## config.mk

```make
export PLATFORM = sky130hd
export DESIGN_NAME = bbox_msg_reader
export DESIGN_NICKNAME = d
export VERILOG_FILES = /design/src/rtl/bbox_msg_pkg.sv /design/src/rtl/bbox_msg_reader.sv
export SDC_FILE = /design/constraint.sdc
export NUM_CORES = 1
export LEC_CHECK = 0
export BUFFER_PORTS_ARGS = -buffer_cell sky130_fd_sc_hd__buf_4
export CAP_MARGIN = 20
export CORE_ASPECT_RATIO = 1.25
export CORE_UTILIZATION = 35
export DETAILED_ROUTE_END_ITERATION = 8
export GPL_ROUTABILITY_DRIVEN = 0
export PLACE_DENSITY_LB_ADDON = 0.2
export SLEW_MARGIN = 20
export SYNTH_ARGS = -nofsm -noshare
export SYNTH_HDL_FRONTEND = slang
export SYNTH_SLANG_ARGS = --single-unit
```

## constraint.sdc

```tcl
create_clock -name clk -period 3.4 [get_ports clk]
set_clock_uncertainty 0.15 [all_clocks]
set_input_delay 0.34 -clock clk [delete_from_list [all_inputs] [get_ports clk]]
set_output_delay 0.34 -clock clk [all_outputs]
set_load 0.05 [all_outputs]
```

## src/rtl/bbox_msg_pkg.sv

```systemverilog
`default_nettype none
// ============================================================================
// Module   : bbox_msg_pkg
// Brief    : Shared constants, FSM state encoding and box type for the
//            bounding-box message reader.
// Revision : 1.0 - initial release
// ============================================================================
package bbox_msg_pkg;

    localparam logic [2:0]  c_ADDR_STATUS = 3'd0;
    localparam logic [2:0]  c_ADDR_MSG    = 3'd1;
    localparam logic [2:0]  c_ADDR_ID     = 3'd2;
    localparam logic [2:0]  c_ADDR_BBCOL  = 3'd3;

    localparam logic [31:0] c_RBB_MSG_ID  = 32'h0052_4242;
    localparam int          c_FLUSH_BIT   = 4;

    typedef enum logic [3:0] {
        ST_POLL      = 4'd0,
        ST_POLL_WAIT = 4'd1,
        ST_HDR       = 4'd2,
        ST_HDR_WAIT  = 4'd3,
        ST_W1        = 4'd4,
        ST_W1_WAIT   = 4'd5,
        ST_W2        = 4'd6,
        ST_W2_WAIT   = 4'd7,
        ST_EMIT      = 4'd8,
        ST_IDLE_WAIT = 4'd9,
        ST_FLUSH     = 4'd10
    } state_t;

    typedef struct packed {
        logic [10:0] x_min;
        logic [10:0] y_min;
        logic [10:0] x_max;
        logic [10:0] y_max;
    } bbox_t;

endpackage
`default_nettype wire

```

## src/rtl/bbox_msg_reader.sv

```systemverilog
`default_nettype none
// ============================================================================
// Module   : bbox_msg_reader
// Brief    : Avalon-MM master that polls the image-processor message port,
//            reads 3-word bounding-box messages and streams decoded boxes.
//            Optional macro BBOX_READER_FLUSH_EN: flush the slave FIFO on a
//            header mismatch instead of reading onward.
// Revision : 1.0 - initial release
// ============================================================================
module bbox_msg_reader
    import bbox_msg_pkg::*;
#(
    parameter int          POLL_INTERVAL = 1024,
    parameter int          READ_LATENCY  = 1,
    parameter logic [31:0] MSG_ID        = c_RBB_MSG_ID
) (
    input  logic        clk,
    input  logic        reset,
    output logic        m_chipselect,
    output logic        m_read,
    output logic        m_write,
    output logic [2:0]  m_address,
    output logic [31:0] m_writedata,
    input  logic [31:0] m_readdata,
    output logic        out_valid,
    input  logic        out_ready,
    output logic [10:0] out_x_min,
    output logic [10:0] out_y_min,
    output logic [10:0] out_x_max,
    output logic [10:0] out_y_max,
    output logic [7:0]  sync_err_count
);

    localparam int c_CNT_MAX = (POLL_INTERVAL > READ_LATENCY) ? POLL_INTERVAL : READ_LATENCY;
    localparam int c_CNT_W   = $clog2(c_CNT_MAX + 1);
    localparam logic [c_CNT_W-1:0] c_IDLE_LOAD = c_CNT_W'(POLL_INTERVAL - 1);
    localparam logic [c_CNT_W-1:0] c_LAT_LOAD  = c_CNT_W'(READ_LATENCY - 1);
    localparam logic [c_CNT_W-1:0] c_CNT_ONE   = c_CNT_W'(1);

    state_t               r_state;
    logic [c_CNT_W-1:0]   r_cnt;
    bbox_t                r_box;
    logic                 r_cs;
    logic                 r_read;
    logic [2:0]           r_addr;
    logic                 r_valid;
    logic [7:0]           r_err;
    logic                 w_cnt_done;

    assign w_cnt_done = (r_cnt == '0);

`ifdef BBOX_READER_FLUSH_EN
    logic                 r_write;
    logic [31:0]          r_wdata;
    assign m_write     = r_write;
    assign m_writedata = r_wdata;
`else
    assign m_write     = 1'b0;
    assign m_writedata = '0;
`endif

    assign m_chipselect   = r_cs;
    assign m_read         = r_read;
    assign m_address      = r_addr;
    assign out_valid      = r_valid;
    assign out_x_min      = r_box.x_min;
    assign out_y_min      = r_box.y_min;
    assign out_x_max      = r_box.x_max;
    assign out_y_max      = r_box.y_max;
    assign sync_err_count = r_err;

    // Bus outputs are loaded on entry to each read state, so the pulse lines
    // up with the state itself; every wait state drops the pulse.
    always_ff @(posedge clk) begin
        if (reset) begin
            r_state <= ST_POLL;
            r_cnt   <= '0;
            r_box   <= '0;
            r_cs    <= 1'b0;
            r_read  <= 1'b0;
            r_addr  <= c_ADDR_STATUS;
            r_valid <= 1'b0;
            r_err   <= 8'd0;
`ifdef BBOX_READER_FLUSH_EN
            r_write <= 1'b0;
            r_wdata <= 32'd0;
`endif
        end else begin
            r_cs   <= 1'b0;
            r_read <= 1'b0;
`ifdef BBOX_READER_FLUSH_EN
            r_write <= 1'b0;
`endif
            unique case (r_state)
                ST_POLL: begin
                    if (r_read) begin
                        r_state <= ST_POLL_WAIT;
                        r_cnt   <= c_LAT_LOAD;
                    end else begin
                        // Only reachable straight out of reset: arm the poll.
                        r_cs   <= 1'b1;
                        r_read <= 1'b1;
                        r_addr <= c_ADDR_STATUS;
                    end
                end
                ST_POLL_WAIT: begin
                    if (!w_cnt_done) begin
                        r_cnt <= r_cnt - c_CNT_ONE;
                    end else if (m_readdata[15:8] >= 8'd3) begin
                        r_state <= ST_HDR;
                        r_cs    <= 1'b1;
                        r_read  <= 1'b1;
                        r_addr  <= c_ADDR_MSG;
                    end else begin
                        r_state <= ST_IDLE_WAIT;
                        r_cnt   <= c_IDLE_LOAD;
                    end
                end
                ST_HDR, ST_W1, ST_W2: begin
                    r_state <= state_t'(r_state + 4'd1);
                    r_cnt   <= c_LAT_LOAD;
                end
                ST_HDR_WAIT: begin
                    if (!w_cnt_done) begin
                        r_cnt <= r_cnt - c_CNT_ONE;
                    end else if (m_readdata == MSG_ID) begin
                        r_state <= ST_W1;
                        r_cs    <= 1'b1;
                        r_read  <= 1'b1;
                        r_addr  <= c_ADDR_MSG;
                    end else begin
                        if (r_err != 8'hFF) begin
                            r_err <= r_err + 8'd1;
                        end
`ifdef BBOX_READER_FLUSH_EN
                        r_state <= ST_FLUSH;
                        r_cs    <= 1'b1;
                        r_write <= 1'b1;
                        r_addr  <= c_ADDR_STATUS;
                        r_wdata <= 32'd1 << c_FLUSH_BIT;
`else
                        r_state <= ST_POLL;
                        r_cs    <= 1'b1;
                        r_read  <= 1'b1;
                        r_addr  <= c_ADDR_STATUS;
`endif
                    end
                end
                ST_W1_WAIT: begin
                    if (!w_cnt_done) begin
                        r_cnt <= r_cnt - c_CNT_ONE;
                    end else begin
                        r_box.x_min <= m_readdata[26:16];
                        r_box.y_min <= m_readdata[10:0];
                        r_state     <= ST_W2;
                        r_cs        <= 1'b1;
                        r_read      <= 1'b1;
                        r_addr      <= c_ADDR_MSG;
                    end
                end
                ST_W2_WAIT: begin
                    if (!w_cnt_done) begin
                        r_cnt <= r_cnt - c_CNT_ONE;
                    end else begin
                        r_box.x_max <= m_readdata[26:16];
                        r_box.y_max <= m_readdata[10:0];
                        r_valid     <= 1'b1;
                        r_state     <= ST_EMIT;
                    end
                end
                ST_EMIT: begin
                    if (out_ready) begin
                        r_valid <= 1'b0;
                        r_state <= ST_POLL;
                        r_cs    <= 1'b1;
                        r_read  <= 1'b1;
                        r_addr  <= c_ADDR_STATUS;
                    end
                end
                ST_IDLE_WAIT: begin
                    if (!w_cnt_done) begin
                        r_cnt <= r_cnt - c_CNT_ONE;
                    end else begin
                        r_state <= ST_POLL;
                        r_cs    <= 1'b1;
                        r_read  <= 1'b1;
                        r_addr  <= c_ADDR_STATUS;
                    end
                end
                default: begin
                    r_state <= ST_POLL;
                    r_cs    <= 1'b1;
                    r_read  <= 1'b1;
                    r_addr  <= c_ADDR_STATUS;
                end
            endcase
        end
    end

endmodule
`default_nettype wire

```

==> run summary <==
Htree depth -> 3
Synth area leaders -> dfxtp_1 (38%), nand2_1 (10%), a21oi_1 (8.9%)
Outcome -> finished clean
Starting Density -> 36.41%
CTS clk-pin slew, worst paths -> 0.06 ns
Die height -> 117.2 um
CP peak stage delay -> 0.71 ns
RSZ-0062 raised after global routing -> false
Post-CTS Resized -> 0
Reg2Reg Setup Slack -> 0.46 ns
Synth Area in Simple Gates -> 25.04%
First-pass iteration count of the detailed router -> 4
Worst vdd ir -> 0.0003055 V
Crit-path slowest cell -> or4_2
Max-slew violation count -> 0
# rows -> 41
Yosys warns -> 0
Setup crit start -> r_state[1]
PortBufs -> 90
Iter 0 DRT Violations -> 202
Synth top area share -> 37.70%
Post-DP Area -> 0.004318 mm2
I/O pin cnt -> 126
Total gr overflow -> 0
Reg2Reg Depth -> 7
Post-synthesis compound-gate area fraction -> 22.18%
Worst setup path endpoint -> r_cnt[6]
Int Pwr -> 1829 uW
Die footprint -> 0.01104 mm2
Placed insts -> 670
Reg power frac -> 31.5%
HPWL after DPL -> 7.333 mm
Worst path bufs/invs -> 1
CTS tree -> yes
Switching power -> 1202 uW
Largest net degree at the start of global routing -> 65
HP Start -> m_readdata[1]
Mux contribution to synthesized area -> 0%
Clock Tree Root -> clkbuf_16
Vias -> 3552
Top FF cell, synth -> dfxtp_1
Hold Fails Final Rpt -> 0
Area Growth Syn to Fin -> 23.19%
Adder-cell share of the synthesized area -> 2.356%
Chip Width -> 94.18 um
Slew Limit Headroom -> 49.10%
Delay-heaviest family, CP -> simple AND/OR/NAND/NOR gates
CTS Buf Count -> 9
Clock Latency Late Sink -> 0.34 ns
Async SR Flop Fraction -> 0%
GRT Total Usage -> 19.69%
Cts hold-fix bufs -> 0
FF-to-FF End -> r_cnt[6]
CP Max Fanout -> 12
Max clock buf depth -> 2
Post-synth EDFFs -> 0
CP Data Required Time -> 3.53 ns
Num Clock Sinks -> 70
Initial antenna violation count -> 0
Ant. Diodes -> 0
Largest family of logic cells by synthesized area -> simple AND/OR/NAND/NOR gates
Critical Path Sink Type -> register
Mapped Cells -> 471
Routed WL -> 10.34 mm
Max frequency -> 340.7 MHz
CP Cell Sequence -> inv_1 > ha_1 > or3b_2 > or4_2 > nor2_4 > o21a_1 > a21o_2
Synth unique cells -> 59
Layout Nets -> 594
Count of final setup violators -> 0
Register area share after synthesis -> 37.70%
Clock Power Share -> 28.1%
Comb power frac -> 40.5%
Leak -> 0.001835 uW
Hold Path Class -> input port to register
Antenna-violating nets left -> 0
PwrDens -> 661.9 mW/mm2
Tmin final -> 2.935 ns
Worst EP arrival -> 3.07 ns
Drt wl/cell -> 15.07 um
Finished Cell Area -> 0.004579 mm2
Cell Count, Final, Fillers Out -> 686
Post-CTS Setup Bufs -> 0
Worst r2r src -> r_state[1]
Post-Route Setup TNS -> 0 ns
Sw Share -> 39.67%
Max-Cap Viols -> 0
Share of cells above drive strength 1 -> 23.70%
Floorplan core area -> 0.01021 mm2
DRC -> 0
Synth Area per Inst -> 7.892 um2
CP Class -> register to register
Critical Path Start Type -> register
Synth Area in XOR/XNOR -> 0%
Vias in the first global route -> 3353
Synthesized cell area -> 0.003717 mm2
Synth area leader -> dfxtp_1
Period utilization -> 86.34%
First-pass GRT wire length -> 16.88 mm
Via-to-Cell Ratio -> 5.178
Seq cells post-synth -> 70
Least-Margin Pin Slew -> 0.7566 ns
Instance count on the critical path -> 7
[flip-flops by register name (all words and copies together), names as in the netlist]
signal and count:
out_x_min 11, out_x_max 11, r_cnt 11, out_y_max 11
m_read 1, m_address 1, r_state 4, out_valid 1
out_y_min 11, sync_err_count 8
[synth_stat cells (4+ instances only)]
master    number
or4_1          4
buf_4         36
clkbuf_1      17
a211oi_1       7
o311ai_0       4
o41ai_1        4
inv_1         12
clkbuf_8       4
a21o_1         6
o21a_1         5
dfxtp_1       70
nand2_1      100
nor4_1         4
nor2_1        22
or2_2          5
nor4b_1        5
nor3_1         6
o21ai_0       12
a21oi_1       66
nand3_1        8
ha_1           7
nand3b_1       4
o31ai_1        6
[layer usage]
metal | vias up | share of wire (%) | track usage [%] | wire [um]
li1 | 1754 | - | - | -
met1 | 1678 | 44 | 24.04 | 4529
met2 | 112 | 49 | 33.00 | 5082
met3 | 8 | 5.9 | 6.137 | 613
met4 | 0 | 1.1 | 6.051 | 116
met5 | - | 0 | 0 | 0
[cell type report]
class	instances	area, um2
tap	129	161.4
multi-input combinational	361	1974
clock inverter	3	21.27
fill	1040	5629
timing repair buffer	98	735.7
inverter	12	45.04
sequential	70	1401
clock buffer	13	240.2
[tightest hold or removal path, cell delays in order]
cell and delay, ns:
buf_4 0.12, nand2_1 0.05, a21oi_1 0.05
[cell usage in the layout, fill, tap and decap left out, drive strengths merged, types with 3 or more instances in the layout]
cell type and instances:
a311oi 3, a211oi 7, conb 35, or3 5, o221ai 3, o31ai 6, nand3 8, nand4 3
o311ai 4, nand2b 3, o41ai 4, o21ai 13, or2 5, nor4 4, a21o 7, ha 7
o21a 5, inv 12, nand3b 4, nand2 100, and3 3, dfxtp 70, clkbuf 13, or4 7
nor3 6, nor2 23, nor4b 5, a21oi 66, nand4b 3, buf 98
[through the flow]
stage / util (%) / hold WS (ns) / total power (uW) / setup WS (ns)
floorplan: - / 0.3020 / 1905 / 0.8630
global placement: 42.30 / 0.2892 / 2157 / 0.6079
detailed placement: 42.30 / 0.2964 / 2176 / 0.5248
CTS: 44.86 / 0.1107 / 3036 / 0.4942
global route: 44.86 / 0.1242 / 3207 / 0.3538
finish: 44.86 / 0.1197 / 3031 / 0.4646
[power groups by stage]
stage               clock, uW  sequential [uW]  combinational (uW)
global route              906              966                1340
global placement            0              969                1190
floorplan                   0              976                 928
detailed placement          0              970                1210
finish                    851              954                1230
CTS                       866              954                1220
[worst min path at each step]
stage | to | cells past startpoint
2_1_floorplan | r_cnt[10] | 2
3_3_place_gp | out_y_max[9] | 2
3_5_place_dp | out_y_max[1] | 2
4_1_cts | out_y_min[6] | 3
5_1_grt | out_y_max[0] | 3
6_report | out_y_max[1] | 3
[cell families after synthesis]
group | count (synthesis)
AND/OR/NAND/NOR | 188
AO/OA/AOI/OAI | 131
other | 1
adder cells (fa/ha/maj) | 7
flip-flops | 70
buffers and inverters | 74
Power figures use the tool's default switching activity.
